`config.mk`:
```
export PLATFORM = sky130hd
export DESIGN_NAME = exe_mul_sequencer
export DESIGN_NICKNAME = d
export VERILOG_FILES = /design/src/rtl/exe_mul_sequencer.sv
export SDC_FILE = /design/constraint.sdc
export NUM_CORES = 1
export LEC_CHECK = 0
export BUFFER_PORTS_ARGS = -buffer_cell sky130_fd_sc_hd__buf_4
export CAP_MARGIN = 10
export CORE_MARGIN = 5
export CORE_UTILIZATION = 25
export CTS_CLUSTER_DIAMETER = 100
export DETAILED_ROUTE_END_ITERATION = 10
export GPL_TIMING_DRIVEN = 0
export PLACE_DENSITY = 0.48
export SYNTH_ARGS = -nofsm -noshare
export SYNTH_HDL_FRONTEND = slang
export SYNTH_SLANG_ARGS = --single-unit
```
`constraint.sdc`:
```
create_clock -name clk -period 7.7 [get_ports clk]
set_clock_uncertainty 0.05 [all_clocks]
set_input_delay 0 -clock clk [delete_from_list [all_inputs] [get_ports clk]]
set_output_delay 0 -clock clk [all_outputs]
set_load 0.02 [all_outputs]
```
`src/rtl/exe_mul_sequencer.sv`:
```
// rtl/exe_mul_sequencer.sv - iterative radix-2 MUL/MLA sequencer for the execute stage
module exe_mul_sequencer #(
    parameter int N     = 32,
    parameter int CNT_W = 5
) (
    input  logic             clk,
    input  logic             rst,
    input  logic             start,
    input  logic             flush,
    input  logic             s_in,
    input  logic             acc_en,
    input  logic [N-1:0]     val_rm,
    input  logic [N-1:0]     val_rs,
    input  logic [N-1:0]     acc_val,
    input  logic [3:0]       status_in,
    output logic             freeze,
    output logic             done,
    output logic [N-1:0]     result,
    output logic             status_we,
    output logic [3:0]       status_out
);

    typedef enum logic [1:0] {
        IDLE = 2'd0,
        BUSY = 2'd1,
        DONE = 2'd2
    } state_t;

    state_t           state_q, state_d;
    logic [CNT_W-1:0] count_q, count_d;
    logic [N-1:0]     mcand_q, mcand_d;
    logic [N-1:0]     mplier_q, mplier_d;
    logic [N-1:0]     acc_q, acc_d;
    logic [N-1:0]     result_q, result_d;
    logic             s_lat_q, s_lat_d;

    // State and datapath registers; reset clears everything so no partial product leaks out.
    always_ff @(posedge clk or posedge rst) begin
        if (rst) begin
            state_q  <= IDLE;
            count_q  <= '0;
            mcand_q  <= '0;
            mplier_q <= '0;
            acc_q    <= '0;
            result_q <= '0;
            s_lat_q  <= 1'b0;
        end else begin
            state_q  <= state_d;
            count_q  <= count_d;
            mcand_q  <= mcand_d;
            mplier_q <= mplier_d;
            acc_q    <= acc_d;
            result_q <= result_d;
            s_lat_q  <= s_lat_d;
        end
    end

    // Next-state, shift-add step and control outputs.
    always_comb begin
        state_d   = state_q;
        count_d   = count_q;
        mcand_d   = mcand_q;
        mplier_d  = mplier_q;
        acc_d     = acc_q;
        result_d  = result_q;
        s_lat_d   = s_lat_q;
        freeze    = 1'b0;
        done      = 1'b0;
        status_we = 1'b0;
        case (state_q)
            IDLE: begin
                // Hold the pipeline in the acceptance cycle itself; flush wins over start.
                freeze = start & ~flush;
                if (start && !flush) begin
                    mcand_d  = val_rm;
                    mplier_d = val_rs;
                    acc_d    = acc_en ? acc_val : '0;
                    s_lat_d  = s_in;
                    count_d  = '0;
                    state_d  = BUSY;
                end
            end
            BUSY: begin
                freeze = 1'b1;
                if (flush) begin
                    // Aborted operation: the held result is left untouched.
                    state_d = IDLE;
                end else begin
                    if (mplier_q[0]) begin
                        acc_d = acc_q + mcand_q;
                    end
                    mcand_d  = mcand_q << 1;
                    mplier_d = mplier_q >> 1;
                    count_d  = count_q + 1'b1;
                    if (count_q == CNT_W'(N - 1)) begin
                        result_d = acc_d;
                        state_d  = DONE;
                    end
                end
            end
            DONE: begin
                // start is still the same instruction here, so it is never re-accepted.
                done      = 1'b1;
                status_we = s_lat_q;
                state_d   = IDLE;
            end
            default: begin
                state_d = IDLE;
            end
        endcase
    end

    assign result = result_q;

    // N and Z come from the held result; C and V pass through. Forced to zero while in reset.
    assign status_out = rst ? 4'b0000
                            : {result_q[N-1], (result_q == '0), status_in[1], status_in[0]};

endmodule

```
==> run_results.csv <==
group,metric,value,unit
critical_path,slowest_delay,410,ps
clocking,ctsHtreeMaxLevel,4,
finish,final_common_cell,"nand2_1",
finish,drive_above_1_share,15.9,%
clocking,cts_buffers,17,
route,wire_per_inst,18.6,µm
sta,worstMarginPinSlew,1150,ps
route,drtIter0Drc,551,
yosys,synthSimpleGateAreaFrac,20.0,%
yosys,ys_seq_area_share,42.6,%
critical_path,worstPathCellList,"ha_1, fa_1, a21o_1, a31o_1, nand2_1, a31oi_4, a211oi_4, o221ai_1, xnor2_1, a21oi_1, o22a_1",
place,io_buffers,141,
yosys,ys.flop_type,"dfrtp_1",
finish,fin_nets,1355,
clocking,holdBufCountCts,99,
route,antenna_left,0,
sta,whs,137,ps
place,dpl_worst_slack,4460,ps
critical_path,cp.arrival,3510,ps
yosys,synth-xor-area-share,3.29,%
finish,final_cells,1629,
yosys,synth_fp_nets,1095,
yosys,synth_top_family_by_area,"compound AO/OA/AOI/OAI gates",
sta,finalWorstSetupSlack,4450,ps
power,power_density,274,nW/µm²
floorplan,die_h,189,µm
floorplan,dieArea,35600,µm²
power,leakagePower,5.08,nW
place,hpwl,22500,µm
critical_path,worst-path-max-fanout,5,
route,routed_wl,30300,µm
sta,final.setup.tns,0,ps
sta,rsz0062_at_grt,"no",
sta,fmax,308,MHz
outcome,status,"complete, no violations",
power,ir_drop,157,µV
clocking,clk_pin_slew,70,ps
yosys,muxShareOfSynthArea,2.57,%
yosys,synthAdderAreaFrac,5.42,%
yosys,syn_area,7980,µm²
critical_path,crit_family,"compound AO/OA/AOI/OAI gates",
yosys,synth-edff-count,0,
global_route,grt_overflow,0,
yosys,synthTopCellsByArea,"dfrtp_1 (43%), nand2_1 (10%), a31oi_1 (6.3%), ha_1 (5.2%), nor2_1 (4.9%)",
finish,fin_util,35.6,%
clocking,cts_setup_buffers,0,
sta,maxSlewViolCount,0,
yosys,async_flop_share,100,%
clocking,cts_resized,0,
place,dp_cells,1499,
global_route,antenna_found_initial,0,
floorplan,rows,65,
sta,setup_violations,0,
global_route,grt_max_degree,70,
finish,antenna_cells,0,
power,p_seq_share,30.0,%
yosys,synth_top_area_share,42.6,%
worst_hold_path,hold_class,"input pin to flip-flop",
finish,syn2layout_area_growth,40.7,%
global_route,grt_first_pass_wirelength,46600,µm
yosys,yosys.area.top_type,"dfrtp_1",
route,via_per_inst,4.92,
yosys,syn_inst,955,
power,sw_frac_of_total,37.1,%
clocking,cts_tree,"yes",
power,p_clk_share,30.5,%
clocking,cts_sinks,136,
finish,final_area,11200,µm²
place,placed_area,9570,µm²
yosys,yosys_warnings,0,
sta,post-route-period-util,42.2,%
route,drc,0,
power,total_power,3.08,mW
global_route,grt_use_total,16.8,%
power,internal_power,1.94,mW
power,comb_power_share,39.5,%
sta,slew_headroom,22.3,%
place,gp_congestion,0.870,
critical_path,path_buf_inv,0,
run,cap_violations,0,
finish,final_cell_mix,"nand2_1 (212), buf_4 (141), dfrtp_1 (136), nor2_1 (105), dlygate4sd3_1 (99)",
floorplan,die_width,189,µm
power,p_sw,1.14,mW
sta,hold_violations,0,
yosys,synth_compound_area_share,22.8,%
critical_path,cp.required,7960,ps
clocking,cts-root-buf,"clkbuf_16",
critical_path,slowest_stage,"dfrtp_1",
floorplan,coreArea,31600,µm²
critical_path,end_kind,"flip-flop",
clocking,cts_buffer_depth,2,
route,dr.pass1.iters,6,
yosys,ys_ff_latch,136,
floorplan,ioPinCount,145,
critical_path,startpoint_type,"flip-flop",
sta,period_needed,3250,ps
floorplan,start_util,25.3,%
critical_path,path_class,"flip-flop to flip-flop",
global_route,grt_pass1_vias,7943,
clocking,clk_latency,430,ps
yosys,avgSynthCellArea,8.36,µm²
route,dr_total_vias,8014,
yosys,synth_cell_types,62,
==> worst register-to-register path: stages (launching register included) <==
cell      delay, ps
dfrtp_1         410
ha_1            270
fa_1            410
a21o_1          230
a31o_1          250
nand2_1         150
a31oi_4         150
a211oi_4        400
o221ai_1        180
xnor2_1         320
a21oi_1         110
o22a_1          200
==> metal layers <==
metal,vias up,part of all wire (%),wire length [µm],GRT usage (%)
met3,14,5.9,1790,3.61
met4,0,0.56,171,2.69
met2,228,46,14000,27.0
met1,3881,47,14400,23.7
li1,3891,-,-,-
met5,-,0,0,0
==> worst paths after layout <==
check / startpoint / cells past startpoint / slack (ps) / endpoint
min in group asynchronous: rst / 3 / 220 / result[14]
worst max register to register: mcand_q[0] / 11 / 4450 / acc_q[28]
worst max-delay path: mcand_q[0] / 11 / 4450 / acc_q[28]
max in group asynchronous: rst / 4 / 6590 / mcand_q[18]
worst min-delay path: acc_en / 3 / 140 / acc_q[13]
worst min register to register: count_q[4] / 2 / 430 / count_q[4]
==> flip-flops by register name (all words and copies together), names as in the netlist <==
name and cells:
mplier_q 32, count_q 5, state_q 2, s_lat_q 1, acc_q 32, mcand_q 32
result 32
==> cells by family after synthesis <==
logic type                 after synthesis
AOI/OAI and AO/OA                      283
xor gates and xnor gates                30
adders and majority gates               34
buffers and inverters                   68
DFF                                    136
muxes                                   20
and+or+nand+nor                        384
==> power groups by stage <==
stage | clock [mW] | combinational [mW] | sequential (mW)
after floorplan | 0 | 0.870 | 0.898
after global placement | 0 | 1.16 | 0.934
after detailed placement | 0 | 1.17 | 0.935
after CTS | 0.949 | 1.21 | 0.923
after global routing | 0.980 | 1.35 | 0.936
final | 0.939 | 1.21 | 0.923
==> cell usage after synthesis, types with 7 or more instances <==
library cell,instances
a21o_1,16
a21oi_1,62
a31oi_1,80
and3_1,13
clkbuf_1,50
dfrtp_1,136
ha_1,33
inv_1,8
mux2i_1,18
nand2_1,212
nand3_1,17
nor2_1,105
nor2b_1,9
nor4_1,7
o211ai_1,9
o21a_1,9
o21ai_0,45
o21ai_1,19
xnor2_1,22
xor2_1,8
==> cell type report <==
| cell class | instances | area [µm²] |
|---|---|---|
| tap | 402 | 503 |
| fill | 3302 | 20300 |
| sequential | 136 | 3400 |
| timing repair buffer | 241 | 2080 |
| multi-input combinational | 751 | 4320 |
| inverter | 9 | 38.8 |
| clock inverter | 11 | 195 |
| clock buffer | 20 | 467 |
| buffer | 59 | 225 |
(Power assumes the default switching activity.)
